<file path="src/rtl/ysyx_22050550_seqdiv_pkg.sv">
// Shared definitions for the sequential divider: state encoding, datapath
// width, iteration counts, and the early-out build option.
// Build option: define YSYX_22050550_DIV_EARLYOUT_EN to let divide-by-zero
// and signed-overflow requests skip the iteration phase.
package ysyx_22050550_seqdiv_pkg;

  localparam int XLEN = 64;

  // Number of restoring steps for full-width and W (32-bit) operations.
  localparam logic [6:0] ITER_D = 7'd64;
  localparam logic [6:0] ITER_W = 7'd32;

`ifdef YSYX_22050550_DIV_EARLYOUT_EN
  localparam logic EARLYOUT_EN = 1'b1;
`else
  localparam logic EARLYOUT_EN = 1'b0;
`endif

  typedef enum logic [1:0] {
    IDLE = 2'd0,
    CALC = 2'd1,
    DONE = 2'd2
  } div_state_t;

  // Sign-extend a 32-bit value to 64 bits.
  function automatic logic [63:0] sext32(input logic [31:0] v);
    return {{32{v[31]}}, v};
  endfunction

  // Turn magnitudes into the architectural results: apply signs, then
  // substitute the divide-by-zero / signed-overflow results, then narrow
  // to W width if needed. Returns {quotient, remainder}.
  function automatic logic [127:0] fix_result(
    input logic [63:0] q_mag,
    input logic [63:0] r_mag,
    input logic        neg_q,
    input logic        neg_r,
    input logic        w,
    input logic        dz,
    input logic        ovf,
    input logic [63:0] dividend
  );
    logic [63:0] q;
    logic [63:0] r;
    q = neg_q ? (64'd0 - q_mag) : q_mag;
    r = neg_r ? (64'd0 - r_mag) : r_mag;
    if (dz) begin
      q = {64{1'b1}};
      r = dividend;
    end else if (ovf) begin
      q = dividend;
      r = 64'd0;
    end
    if (w) begin
      q = sext32(q[31:0]);
      r = sext32(r[31:0]);
    end
    return {q, r};
  endfunction

endpackage

</file>
<file path="src/rtl/ysyx_22050550_DivStep.sv">
// One radix-2 restoring division step on a {remainder, dividend/quotient}
// partial-remainder register: shift left, trial subtract, set quotient bit.
module ysyx_22050550_DivStep
  import ysyx_22050550_seqdiv_pkg::*;
(
  input  logic [2*XLEN-1:0] pr_in,
  input  logic [XLEN-1:0]   divisor,
  output logic [2*XLEN-1:0] pr_out
);

  logic [2*XLEN:0] shifted;
  logic [XLEN:0]   trial;

  // Shift, trial subtract; keep the difference only if it did not borrow.
  // The shifted upper half is always < 2*divisor, so bit XLEN of the
  // difference is a reliable borrow flag.
  always_comb begin
    shifted = {pr_in, 1'b0};
    trial   = shifted[2*XLEN:XLEN] - {1'b0, divisor};
    if (trial[XLEN]) begin
      pr_out = shifted[2*XLEN-1:0];
    end else begin
      pr_out = {trial[XLEN-1:0], shifted[XLEN-1:1], 1'b1};
    end
  end

endmodule

</file>
<file path="src/rtl/ysyx_22050550_seqdiv.sv">
// Sequential restoring divider (64-bit and W/32-bit, signed/unsigned).
// One quotient bit per cycle on operand magnitudes; signs and the
// divide-by-zero / overflow results are applied when the result is written.
// Build option: YSYX_22050550_DIV_EARLYOUT_EN (see package) finishes
// divide-by-zero and signed-overflow requests one cycle after accept.
module ysyx_22050550_seqdiv
  import ysyx_22050550_seqdiv_pkg::*;
(
  input  logic            clock,
  input  logic            reset,
  input  logic            io_Exu_DivValid,
  input  logic            io_Exu_Flush,
  input  logic            io_Exu_Divw,
  input  logic [1:0]      io_Exu_DivSigned,
  input  logic [XLEN-1:0] io_Exu_Divdend,
  input  logic [XLEN-1:0] io_Exu_Divisor,
  output logic            io_Exu_DivReady,
  output logic            io_Exu_OutValid,
  output logic [XLEN-1:0] io_Exu_Quotient,
  output logic [XLEN-1:0] io_Exu_Remainder
);

  div_state_t   state;
  logic [6:0]   cnt;
  logic [127:0] pr;
  logic [63:0]  dvs_mag;
  logic [63:0]  dividend_raw;
  logic [63:0]  quotient;
  logic [63:0]  remainder;
  logic         w_mode;
  logic         neg_q;
  logic         neg_r;
  logic         div_zero;
  logic         ovf;

  logic [63:0]  a_ext;
  logic [63:0]  b_ext;
  logic [63:0]  a_mag;
  logic [63:0]  b_mag;
  logic         a_neg;
  logic         b_neg;
  logic         in_zero;
  logic         in_ovf;
  logic [127:0] pr_load;
  logic [127:0] pr_next;
  logic [127:0] fin_res;
  logic [127:0] early_res;
  logic         accept;

  // Condition incoming operands: W-mode extension, signs, magnitudes and
  // special-case detection, all from the raw request.
  always_comb begin
    if (io_Exu_Divw) begin
      a_ext = io_Exu_DivSigned[1] ? sext32(io_Exu_Divdend[31:0]) : {32'd0, io_Exu_Divdend[31:0]};
      b_ext = io_Exu_DivSigned[0] ? sext32(io_Exu_Divisor[31:0]) : {32'd0, io_Exu_Divisor[31:0]};
    end else begin
      a_ext = io_Exu_Divdend;
      b_ext = io_Exu_Divisor;
    end
    a_neg   = io_Exu_DivSigned[1] & a_ext[63];
    b_neg   = io_Exu_DivSigned[0] & b_ext[63];
    a_mag   = a_neg ? (64'd0 - a_ext) : a_ext;
    b_mag   = b_neg ? (64'd0 - b_ext) : b_ext;
    // W dividend sits at [63:32] so that after 32 steps the quotient lands
    // in [31:0] and the remainder in the upper half.
    pr_load = io_Exu_Divw ? {64'd0, a_mag[31:0], 32'd0} : {64'd0, a_mag};
    in_zero = (b_ext == 64'd0);
    if (io_Exu_DivSigned != 2'b11) begin
      in_ovf = 1'b0;
    end else if (io_Exu_Divw) begin
      in_ovf = (io_Exu_Divdend[31:0] == 32'h8000_0000) && (io_Exu_Divisor[31:0] == 32'hFFFF_FFFF);
    end else begin
      in_ovf = (io_Exu_Divdend == 64'h8000_0000_0000_0000) && (io_Exu_Divisor == 64'hFFFF_FFFF_FFFF_FFFF);
    end
  end

  assign accept = (state == IDLE) & io_Exu_DivValid & ~io_Exu_Flush;

  ysyx_22050550_DivStep u_step (
    .pr_in   (pr),
    .divisor (dvs_mag),
    .pr_out  (pr_next)
  );

  // Final results from the last step, and direct results for the early-out path.
  always_comb begin
    fin_res   = fix_result(w_mode ? {32'd0, pr_next[31:0]} : pr_next[63:0], pr_next[127:64],
                           neg_q, neg_r, w_mode, div_zero, ovf, dividend_raw);
    early_res = fix_result(64'd0, 64'd0, 1'b0, 1'b0, io_Exu_Divw, in_zero, in_ovf, io_Exu_Divdend);
  end

  // Control FSM, iteration counter, partial remainder and result registers.
  always_ff @(posedge clock) begin
    if (reset) begin
      state        <= IDLE;
      cnt          <= 7'd0;
      pr           <= 128'd0;
      dvs_mag      <= 64'd0;
      dividend_raw <= 64'd0;
      w_mode       <= 1'b0;
      neg_q        <= 1'b0;
      neg_r        <= 1'b0;
      div_zero     <= 1'b0;
      ovf          <= 1'b0;
      quotient     <= 64'd0;
      remainder    <= 64'd0;
    end else begin
      case (state)
        IDLE: begin
          if (accept) begin
            pr           <= pr_load;
            dvs_mag      <= b_mag;
            dividend_raw <= io_Exu_Divdend;
            w_mode       <= io_Exu_Divw;
            neg_q        <= a_neg ^ b_neg;
            neg_r        <= a_neg;
            div_zero     <= in_zero;
            ovf          <= in_ovf;
            if (EARLYOUT_EN && (in_zero || in_ovf)) begin
              state                 <= DONE;
              cnt                   <= 7'd0;
              {quotient, remainder} <= early_res;
            end else begin
              state <= CALC;
              cnt   <= io_Exu_Divw ? ITER_W : ITER_D;
            end
          end
        end
        CALC: begin
          if (io_Exu_Flush) begin
            state <= IDLE;
          end else begin
            pr  <= pr_next;
            cnt <= cnt - 7'd1;
            if (cnt == 7'd1) begin
              state                 <= DONE;
              {quotient, remainder} <= fin_res;
            end
          end
        end
        DONE: begin
          state <= IDLE;
        end
        default: begin
          state <= IDLE;
        end
      endcase
    end
  end

  assign io_Exu_DivReady  = (state == IDLE);
  assign io_Exu_OutValid  = (state == DONE) & ~io_Exu_Flush;
  assign io_Exu_Quotient  = quotient;
  assign io_Exu_Remainder = remainder;

endmodule

</file>
<file path="config.mk">
export PLATFORM = sky130hd
export DESIGN_NAME = ysyx_22050550_seqdiv
export DESIGN_NICKNAME = d
export VERILOG_FILES = /design/src/rtl/ysyx_22050550_seqdiv_pkg.sv /design/src/rtl/ysyx_22050550_DivStep.sv /design/src/rtl/ysyx_22050550_seqdiv.sv
export SDC_FILE = /design/constraint.sdc
export NUM_CORES = 1
export LEC_CHECK = 0
export CELL_PAD_IN_SITES_DETAIL_PLACEMENT = 1
export CELL_PAD_IN_SITES_GLOBAL_PLACEMENT = 1
export CORE_UTILIZATION = 46
export DETAILED_ROUTE_END_ITERATION = 10
export HOLD_SLACK_MARGIN = 0.12
export PLACE_DENSITY = 0.85
export SLEW_MARGIN = 10
export SYNTH_ARGS = -nofsm -noshare
export SYNTH_HDL_FRONTEND = slang
export SYNTH_HIERARCHICAL = 1
export SYNTH_SLANG_ARGS = --single-unit
</file>
<file path="constraint.sdc">
create_clock -name clock -period 10.35 [get_ports clock]
set_input_delay 2.07 -clock clock [delete_from_list [all_inputs] [get_ports clock]]
set_output_delay 2.07 -clock clock [all_outputs]
set_load 0.01 [all_outputs]
</file>
# == After elaboration in Yosys (flattened, before gate mapping) ==
# Cells that the tools add are included.
# word_totals
wordCells,75
out_inout_bits,130
input_bits,135
ff_bits,398
# op_classes
bitwise_logic,7
addsub,6
n_mux,30
reduce_logical,9
n_eq_ne,11
# ops
cell,count
2-to-1 mux 64 bit,16
2-to-1 mux 128 bit,3
case mux 128 bit (2 select lines),1
subtractor 1 x 64 -> 64 bit (first input constant),4
== test 64 bit (second input constant),2
subtractor 65 x 64 -> 65 bit,1
== test 32 bit (second input constant),2
logical NOT 64 bit,1
2-to-1 mux 7 bit,3
case mux 7 bit (2 select lines),1
== test 7 x 1 -> 1 bit (second input constant),1
subtractor 7 x 1 -> 7 bit (second input constant),1
2-to-1 mux 2 bit,3
AND reduction 3 bit,2
AND 1 bit,5
!= test 2 bit (second input constant),2
case mux 2 bit (2 select lines),1
AND reduction 2 bit,2
!= test 3 bit (second input constant),1
== test 2 x 1 -> 1 bit (second input constant),1
== test 2 bit (second input constant),1
logical AND 1 bit,2
logical NOT 2 bit,1
2-to-1 mux 1 bit,2
4 further kinds,4

# == Logic depth before layout (Yosys ltp) ==
# Gate-level depths: netlist of run 1.
# logic_depth
ltp_word,8
ltp_mapped,25
depth_no_buf,21

# == Cells and area by module ==
# Netlist of run 1, hierarchy kept.
# by_module_without_submodules
module,area_per_inst_um2,cells_per_inst,n_inst
ysyx_22050550_seqdiv,22266.4,2886,1
ysyx_22050550_DivStep,5198.7,858,1

# == Worst setup path before layout of run 1 ==
# No wires, ideal clock.
# synth_path
kind,register to register
start,register pr[63]
end,"register remainder[56], in the netlist io_Exu_Remainder[56]"
path_stages_with_launch,25
n_path_buf,4
t_required_ps,10228
period_less_slack_ps,5456
setup_ps,122
slack_ps,4894
arrival_time_ps,5334
cell_sequence,dfxtp_1 inv_1 ha_1 fa_1 nor2b_1 o31a_1 o221ai_1 o211ai_2 a211oi_2 o21ai_2 a41oi_2 xor2_2 buf_6 buf_2 nand2_1 o21ai_0 or4_4 or4b_1 buf_2 or4_4 buf_6 o41ai_2 xnor2_1 a22oi_2 a21oi_1
# synth_via
elab_chain_cells,7
# synth_lines
element,line_no,rtl
from (decl),ysyx_22050550_seqdiv.sv:25,logic [127:0] pr;
from (signal assigned),ysyx_22050550_seqdiv.sv:111,pr <= pr_load;
from (signal assigned),ysyx_22050550_seqdiv.sv:133,pr <= pr_next;
subtractor 65 x 64 -> 65 bit,ysyx_22050550_DivStep.sv:19,"trial = shifted[2*XLEN:XLEN] - {1'b0, divisor};"
2-to-1 mux 128 bit,ysyx_22050550_DivStep.sv:20,if (trial[XLEN]) begin
net pr_next[85],ysyx_22050550_seqdiv.sv:45,logic [127:0] pr_next;
subtractor 1 x 64 -> 64 bit,ysyx_22050550_seqdiv_pkg.sv:46,r = neg_r ? (64'd0 - r_mag) : r_mag;
2-to-1 mux 64 bit,ysyx_22050550_seqdiv_pkg.sv:46,
2-to-1 mux 64 bit,ysyx_22050550_seqdiv_pkg.sv:50,end else if (ovf) begin
2-to-1 mux 64 bit,ysyx_22050550_seqdiv_pkg.sv:47,if (dz) begin
2-to-1 mux 64 bit,ysyx_22050550_seqdiv_pkg.sv:54,if (w) begin
to (signal assigned),ysyx_22050550_seqdiv.sv:122,"{quotient, remainder} <= early_res;"
to (signal assigned),ysyx_22050550_seqdiv.sv:137,"{quotient, remainder} <= fin_res;"
to (decl),ysyx_22050550_seqdiv.sv:29,logic [63:0] remainder;
# The timed path passes the listed nets, and every way through them passes these cells.
# A chain may end at the register's enable or synchronous reset.

# == Worst setup path after layout of run 1 ==
# layout_path
start,register pr[63]
end,"register remainder[63], in the netlist io_Exu_Remainder[63]"
# The elaborated chain is that of the path after synthesis.

==> metrics.yaml, run 1 <==
run_status:
  outcome: "finished, final reports clean"
synth:
  ys.flop_type: "dfxtp_1"
  syn_area_um2: 27500
  ys_seq_area_frac: 0.290
  yosys.area_share.simple: 0.211
  avgSynthCellArea_um2: 7.34
  synth_edf_count: 0
  syn_nets: 3951
  ys_ff_latch: 398
  yosys_warnings: 6
  synth_top_family_by_area: "compound AO/OA/AOI/OAI gates"
  ys_async_sr_fraction: 0
  synth-adder-area-share: 0.0331
  synth_compound_area_frac: 0.289
  synth_mux_area_frac: 0.0149
  ys_types: 91
  synth-xor-area-share: 0.0892
  synthCells: 3744
global_route:
  grt_max_degree: 92
  grt_usage: 0.370
  first_global_vias: 29300
  antenna_found_initial: 1
  overflow: 0
  grt_pass1_wl_um: 175000
clocking:
  htreeDepth: 2
  cts.sinks: 398
  cts_tree: "yes"
  clk_path_buf_depth: 3
  holdBufCountCts: 0
  cts_setup_buffers: 0
  post_cts_resized: 0
  cts_root_buf: "clkbuf_16"
  clock_latency_ns: 0.64
  cts_buffers: 47
  path_clk_slew_ns: 0.06
place:
  place_hpwl_um: 84400
  portBuffers: 264
  dp_cells: 4489
  gp_congestion: 0.987
sta:
  rsz0062_at_grt: "false"
  timing.fmax_ghz: 0.136
  finalHoldViolations: 0
  finalCritPeriodShare: 0.708
  setup_violations: 0
  timing.final.max_slew_violations: 0
  finClkSkew_ns: 0.0398
  min_period_ns: 7.33
  fin_hold_ws_ns: 0.450
  tightest_slew_ns: 1.23
  fin_setup_tns_ns: 0
  max_slew_margin: 0.175
layout:
  stdcell_count: 4579
  areaGrowthSynthToFinish_pct: 15.1
  drive_gt1_frac: 0.0602
  final_nets: 3972
  fillers: 7351
worst_setup_path:
  cp.required_ns: 10.80
  r2r_end: "io_Exu_Remainder[63]$_SDFFE_PP0P_"
  worstPathMaxFanout: 61
  reg2regPathDepth: 19
  critPathArrivalTime_ns: 7.77
  endpoint_kind: "register"
  crit_start: "pr[63]$_SDFFE_PP0P_"
  r2r_start: "pr[63]$_SDFFE_PP0P_"
  worstSetupEndpoint: "io_Exu_Remainder[63]$_SDFFE_PP0P_"
  cp-start-kind: "register"
  crit_type: "reg -> reg"
  rrSetupSlack_ns: 3.02
routing:
  ant_nets: 0
  firstDrtPassIters: 6
  wl_per_cell_um: 25.1
  drc: 0
  vias: 29952
  first_iter_violations: 2819
  wl_um: 115000
  viasPerCell: 6.54
floorplan:
  dieArea_um2: 60700
  start_util: 0.465
  rows: 89
  die_w_um: 246
  core_area_um2: 59000
  ios: 265
  die_height_um: 246
flow_run:
  maxCapViolCount: 0
pwr:
  powerDensity_nw_per_um2: 144
  ir_drop_v: 0.000125
  power_leakage_nw: 11.8
hold_path:
  hold_class: "reg -> reg"
==> state kept, by name (all words and copies together), names as in the netlist <==
name,count
neg_q,1
ovf,1
state,2
cnt,7
div_zero,1
io_Exu_Quotient,64
pr,128
dvs_mag,64
neg_r,1
w_mode,1
dividend_raw,64
io_Exu_Remainder,64
==> cell type report <==
| type | count | area [um^2] | area share |
|---|---|---|---|
| Multi-Input combinational cell | 2888 | 17600 | 0.555 |
| Tap cell | 773 | 967 | 0.0306 |
| Clock inverter | 33 | 424 | 0.0134 |
| Antenna cell | 2 | 5.00 | 0.000158 |
| Sequential cell | 398 | 7970 | 0.252 |
| Timing Repair Buffer | 314 | 3020 | 0.0954 |
| Clock buffer | 55 | 1250 | 0.0394 |
| Inverter | 116 | 435 | 0.0138 |
==> synth_stat cells (21+ instances only) <==
| master | number | area [um^2] |
|---|---|---|
| nand4_1 | 65 | 407 |
| xor2_1 | 107 | 937 |
| or4_1 | 25 | 188 |
| mux2i_1 | 34 | 340 |
| o41ai_1 | 32 | 280 |
| a31oi_1 | 50 | 313 |
| buf_4 | 64 | 480 |
| o211ai_1 | 21 | 158 |
| ha_1 | 71 | 888 |
| a221oi_1 | 70 | 613 |
| a211oi_1 | 33 | 248 |
| nor2_1 | 366 | 1370 |
| nand3_1 | 40 | 200 |
| o21ai_0 | 366 | 1830 |
| xnor2_1 | 171 | 1500 |
| nor4_1 | 64 | 400 |
| a22oi_1 | 91 | 683 |
| nor3_1 | 111 | 556 |
| o31ai_1 | 48 | 360 |
| nand2_1 | 450 | 1690 |
| clkbuf_1 | 238 | 893 |
| dfxtp_1 | 398 | 7970 |
| or3_1 | 32 | 200 |
| inv_1 | 115 | 432 |
| a21oi_1 | 326 | 1630 |
| a21o_1 | 34 | 255 |
==> cell usage in the layout, fill, tap and decap left out, types with 21 or more instances in the layout <==
cell type	instances
nor3_1	111
dfxtp_1	394
nand4_1	65
buf_4	50
inv_1	114
o41ai_1	32
a22oi_1	91
nor2_1	362
or3_1	32
clkdlybuf4s50_1	262
nand2_1	449
o31ai_1	48
xor2_1	107
ha_1	71
xnor2_1	171
nand3_1	40
o211ai_1	21
a21o_1	34
mux2i_1	34
a211oi_1	33
or4_1	25
a21oi_1	325
clkbuf_16	47
a221oi_1	70
a31oi_1	50
nor4_1	63
o21ai_0	366
==> power breakdown <==
part / switching (W) / internal, W / total (W)
combinational: 0.000691 / 0.000363 / 0.00105
sequential: 0.0000806 / 0.00159 / 0.00167
clock: 0.000754 / 0.00107 / 0.00183
==> logic make-up (layout without fill, tap and decap cells) <==
group	after synthesis	count (layout)
simple gates	1257	1257
compound gates	1240	1240
buf+inv	458	518
flops	398	398
xor+xnor	279	279
fa+ha+maj	72	72
mux	40	40
other cells	0	2
==> worst min-delay path by stage <==
stage	start	end	slack [ns]	cells past startpoint
finish	dvs_mag[9]$_SDFFE_PP0P_	dvs_mag[9]$_SDFFE_PP0P_	0.45	2
floorplan	dvs_mag[12]$_SDFFE_PP0P_	dvs_mag[12]$_SDFFE_PP0P_	0.43	2
detailed placement	dvs_mag[9]$_SDFFE_PP0P_	dvs_mag[9]$_SDFFE_PP0P_	0.44	2
global placement	dvs_mag[20]$_SDFFE_PP0P_	dvs_mag[20]$_SDFFE_PP0P_	0.44	2
global route	dvs_mag[41]$_SDFFE_PP0P_	dvs_mag[41]$_SDFFE_PP0P_	0.47	2
CTS	dvs_mag[41]$_SDFFE_PP0P_	dvs_mag[41]$_SDFFE_PP0P_	0.45	2
==> through the flow <==
step / instance area [um^2] / util / power (W) / worst slack (ns)
detailed placement: 29900 / 0.507 / 0.00271 / 3.19
CTS: 31600 / 0.536 / 0.00453 / 3.11
floorplan: 27500 / - / 0.00238 / 4.89
global placement: 29900 / 0.507 / 0.00269 / 3.40
finish: 31600 / 0.536 / 0.00455 / 3.02
global route: 31600 / 0.536 / 0.00470 / 2.68
==> layer usage <==
metal | GRT usage | wire, um | vias to the layer above
met5 | 0 | 0 | -
met4 | 0.200 | 7250 | 0
met3 | 0.0571 | 9110 | 360
met2 | 0.587 | 51000 | 1332
met1 | 0.481 | 47600 | 14688
li1 | - | - | 13572
==> worst max-delay path, stage by stage, from the launching register on <==
cell and delay (ns):
dfxtp_1 0.34, inv_1 0.05, ha_1 0.22, fa_1 0.42, nor2b_1 0.19, o31a_1 0.22, o221ai_1 0.18, o211ai_2 0.29
a211oi_2 0.16, o21ai_2 0.28, a41oi_2 0.21, xor2_4 0.42, buf_4 0.56, o21ai_0 0.43, nor4_1 0.82, nand4b_1 0.52
or3_2 0.64, a211oi_2 0.29, or2_2 0.62, a31oi_1 0.17
(Power assumes the default switching activity.)
==> run 2, diff against run 1 <==
--- a/config.mk
+++ b/config.mk
@@ -7,10 +7,10 @@
 export LEC_CHECK = 0
 export CELL_PAD_IN_SITES_DETAIL_PLACEMENT = 1
 export CELL_PAD_IN_SITES_GLOBAL_PLACEMENT = 1
-export CORE_UTILIZATION = 46
+export CORE_UTILIZATION = 43
 export DETAILED_ROUTE_END_ITERATION = 10
 export HOLD_SLACK_MARGIN = 0.12
-export PLACE_DENSITY = 0.85
+export PLACE_DENSITY = 0.81
 export SLEW_MARGIN = 10
 export SYNTH_ARGS = -nofsm -noshare
 export SYNTH_HDL_FRONTEND = slang
==> constraint.sdc (replaced) <==
create_clock -name clock -period 6.95 [get_ports clock]
set_input_delay 1.39 -clock clock [delete_from_list [all_inputs] [get_ports clock]]
set_output_delay 1.39 -clock clock [all_outputs]
set_load 0.01 [all_outputs]
==> metrics.yaml, run 2 (synthesis results as in run 1) <==
place:
  gp_congestion: 0.968
  placement.setup.worst_slack_ns: 0.440
  placed_area_um2: 30200
  portBuffers: 264
  place_hpwl_um: 86000
routing:
  vias: 29872
  viasPerCell: 6.40
  wl_um: 116000
  first_iter_violations: 2949
  ant_nets: 0
  firstDrtPassIters: 6
  wl_per_cell_um: 24.8
  drc: 0
layout:
  fillers: 7922
  regMostFlops: "pr"
  final_common_cell: "nand2_1"
  largest_reg_flops: 128
  final_nets: 3991
  fin_util: 0.504
  final_area_um2: 31800
  layout_common_cells: "449 x nand2_1, 394 x dfxtp_1, 366 x o21ai_0"
  areaGrowthSynthToFinish_pct: 15.6
  drive_gt1_frac: 0.0628
sta:
  finClkSkew_ns: 0.0262
  fin_setup_tns_ns: 0
  fin_ws_ns: 0.460
  timing.fmax_ghz: 0.154
  finalHoldViolations: 0
  rsz0062_at_grt: "false"
  max_slew_margin: 0.190
  min_period_ns: 6.49
  setup_violations: 0
  timing.final.max_slew_violations: 0
  tightest_slew_ns: 1.20
  finalCritPeriodShare: 0.934
global_route:
  grt_util_met1: 0.472
  grt_max_degree: 128
  antenna_found_initial: 1
  overflow: 0
  busiest_layer: "met2"
  use_met2: 0.558
  grtUsageMet3: 0.0415
  grt_usage: 0.350
  first_global_vias: 29131
  grt_pass1_wl_um: 176000
pwr:
  p_int_w: 0.00444
  ir_drop_v: 0.000172
  powerDensity_nw_per_um2: 210
  switching_share: 0.333
  power_leakage_nw: 11.8
  total_power_w: 0.00666
  switching_power_w: 0.00221
  pwr-share-seq: 0.374
  comb_power_share: 0.237
  clockPowerShare: 0.389
worst_setup_path:
  crit_start: "pr[63]$_SDFFE_PP0P_"
  crit_family: "simple AND/OR/NAND/NOR gates"
  critical_path_depth: 20
  cp.required_ns: 7.38
  worstPathMaxFanout: 32
  r2r_start: "pr[63]$_SDFFE_PP0P_"
  r2r_end: "io_Exu_Remainder[63]$_SDFFE_PP0P_"
  cp-start-kind: "register"
  slowest_stage: "or4b_1"
  endpoint_kind: "register"
  rrSetupSlack_ns: 0.46
  crit_type: "reg -> reg"
  cp_common_cell: "a211oi_2"
  worstSetupEndpoint: "io_Exu_Remainder[63]$_SDFFE_PP0P_"
  path_buf_inv: 2
  reg2regPathDepth: 20
  critPathArrivalTime_ns: 6.92
  path_cells: "inv_1 -> ha_1 -> fa_1 -> nor2b_1 -> o31a_1 -> o221ai_1 -> o211ai_2 -> a211oi_2 -> o21ai_2 -> a41oi_2 -> xor2_4 -> buf_4 -> nand2_1 -> o21ai_0 -> or4_4 -> or4b_1 -> or3_2 -> a211oi_2 -> or2_2 -> a31oi_1"
  max_stage_delay_ns: 0.67
hold_path:
  hold_class: "reg -> reg"
floorplan:
  dieArea_um2: 64900
  die_height_um: 255
  core_area_um2: 63100
  start_util: 0.435
  ios: 265
  rows: 92
  die_w_um: 255
run_status:
  outcome: "finished, final reports clean"
clocking:
  path_clk_slew_ns: 0.06
  cts_root_buf: "clkbuf_16"
  cts_buffers: 47
  cts.sinks: 398
  holdBufCountCts: 0
  cts_tree: "yes"
  cts_setup_buffers: 0
  htreeDepth: 2
  post_cts_resized: 0
  clk_path_buf_depth: 3
  clock_latency_ns: 0.60
flow_run:
  maxCapViolCount: 0
-- run 2: changes by cell type in the layout (fill, tap and decap cells not counted), sizes merged --
cell,previous run,this run
buf,51,70
clkbuf,56,63
clkinv,18,15
clkinvlp,4,1
bufinv,8,6
inv,119,117
diode,2,1
-- run 2: worst min path at each step --
stage,endpoint,slack [ns],cells past startpoint,from
after detailed placement,dvs_mag[18]$_SDFFE_PP0P_,0.44,2,dvs_mag[18]$_SDFFE_PP0P_
final,dvs_mag[17]$_SDFFE_PP0P_,0.45,2,dvs_mag[17]$_SDFFE_PP0P_
after global routing,dvs_mag[18]$_SDFFE_PP0P_,0.47,2,dvs_mag[18]$_SDFFE_PP0P_
after floorplan,dvs_mag[12]$_SDFFE_PP0P_,0.43,2,dvs_mag[12]$_SDFFE_PP0P_
after global placement,dvs_mag[50]$_SDFFE_PP0P_,0.43,2,dvs_mag[50]$_SDFFE_PP0P_
after CTS,dvs_mag[35]$_SDFFE_PP0P_,0.45,2,dvs_mag[35]$_SDFFE_PP0P_
-- run 2: power by group through the flow --
stage          registers, W  clock network [W]  logic (W)
5_1_grt             0.00249            0.00270    0.00169
3_5_place_dp        0.00253                  0    0.00153
4_1_cts             0.00248            0.00261    0.00154
2_1_floorplan       0.00245                  0    0.00109
6_report            0.00249            0.00259    0.00157
3_3_place_gp        0.00253                  0    0.00151
-- run 2: worst register-to-register path, delay by kind of cell, from the launching register on --
kind | cells | cell delay [ns]
AO/OA/AOI/OAI | 9 | 2.01
XOR/XNOR | 1 | 0.25
buffers and inverters | 2 | 0.32
AND/OR/NAND/NOR | 6 | 2.75
flip-flops | 1 | 0.35
adder cells (fa/ha/maj) | 2 | 0.63
-- run 2: area by class of cell --
type | instances | area [um^2] | share of cell area
multi-input cells | 2888 | 17600 | 0.553
flip-flops and latches | 398 | 7970 | 0.251
repair buffers | 333 | 3170 | 0.0999
clock buffers | 62 | 1290 | 0.0407
well taps | 846 | 1060 | 0.0333
inverters | 116 | 435 | 0.0137
clock inverters | 23 | 272 | 0.00855
diodes | 1 | 2.50 | 0.0000788
-- run 2: layer usage --
layer | vias to the layer above | part of all wire | wire length, um
met2 | 1250 | 0.45 | 52300
met4 | 2 | 0.050 | 5750
li1 | 13613 | - | -
met1 | 14710 | 0.43 | 50000
met5 | - | 0.000095 | 11
met3 | 297 | 0.067 | 7780
-- run 2: metrics by stage --
step                cells  hold WS, ns
global placement     4581        0.435
finish               4667        0.449
floorplan            3744        0.425
detailed placement   4581        0.444
CTS                  4666        0.455
global route         4666        0.472
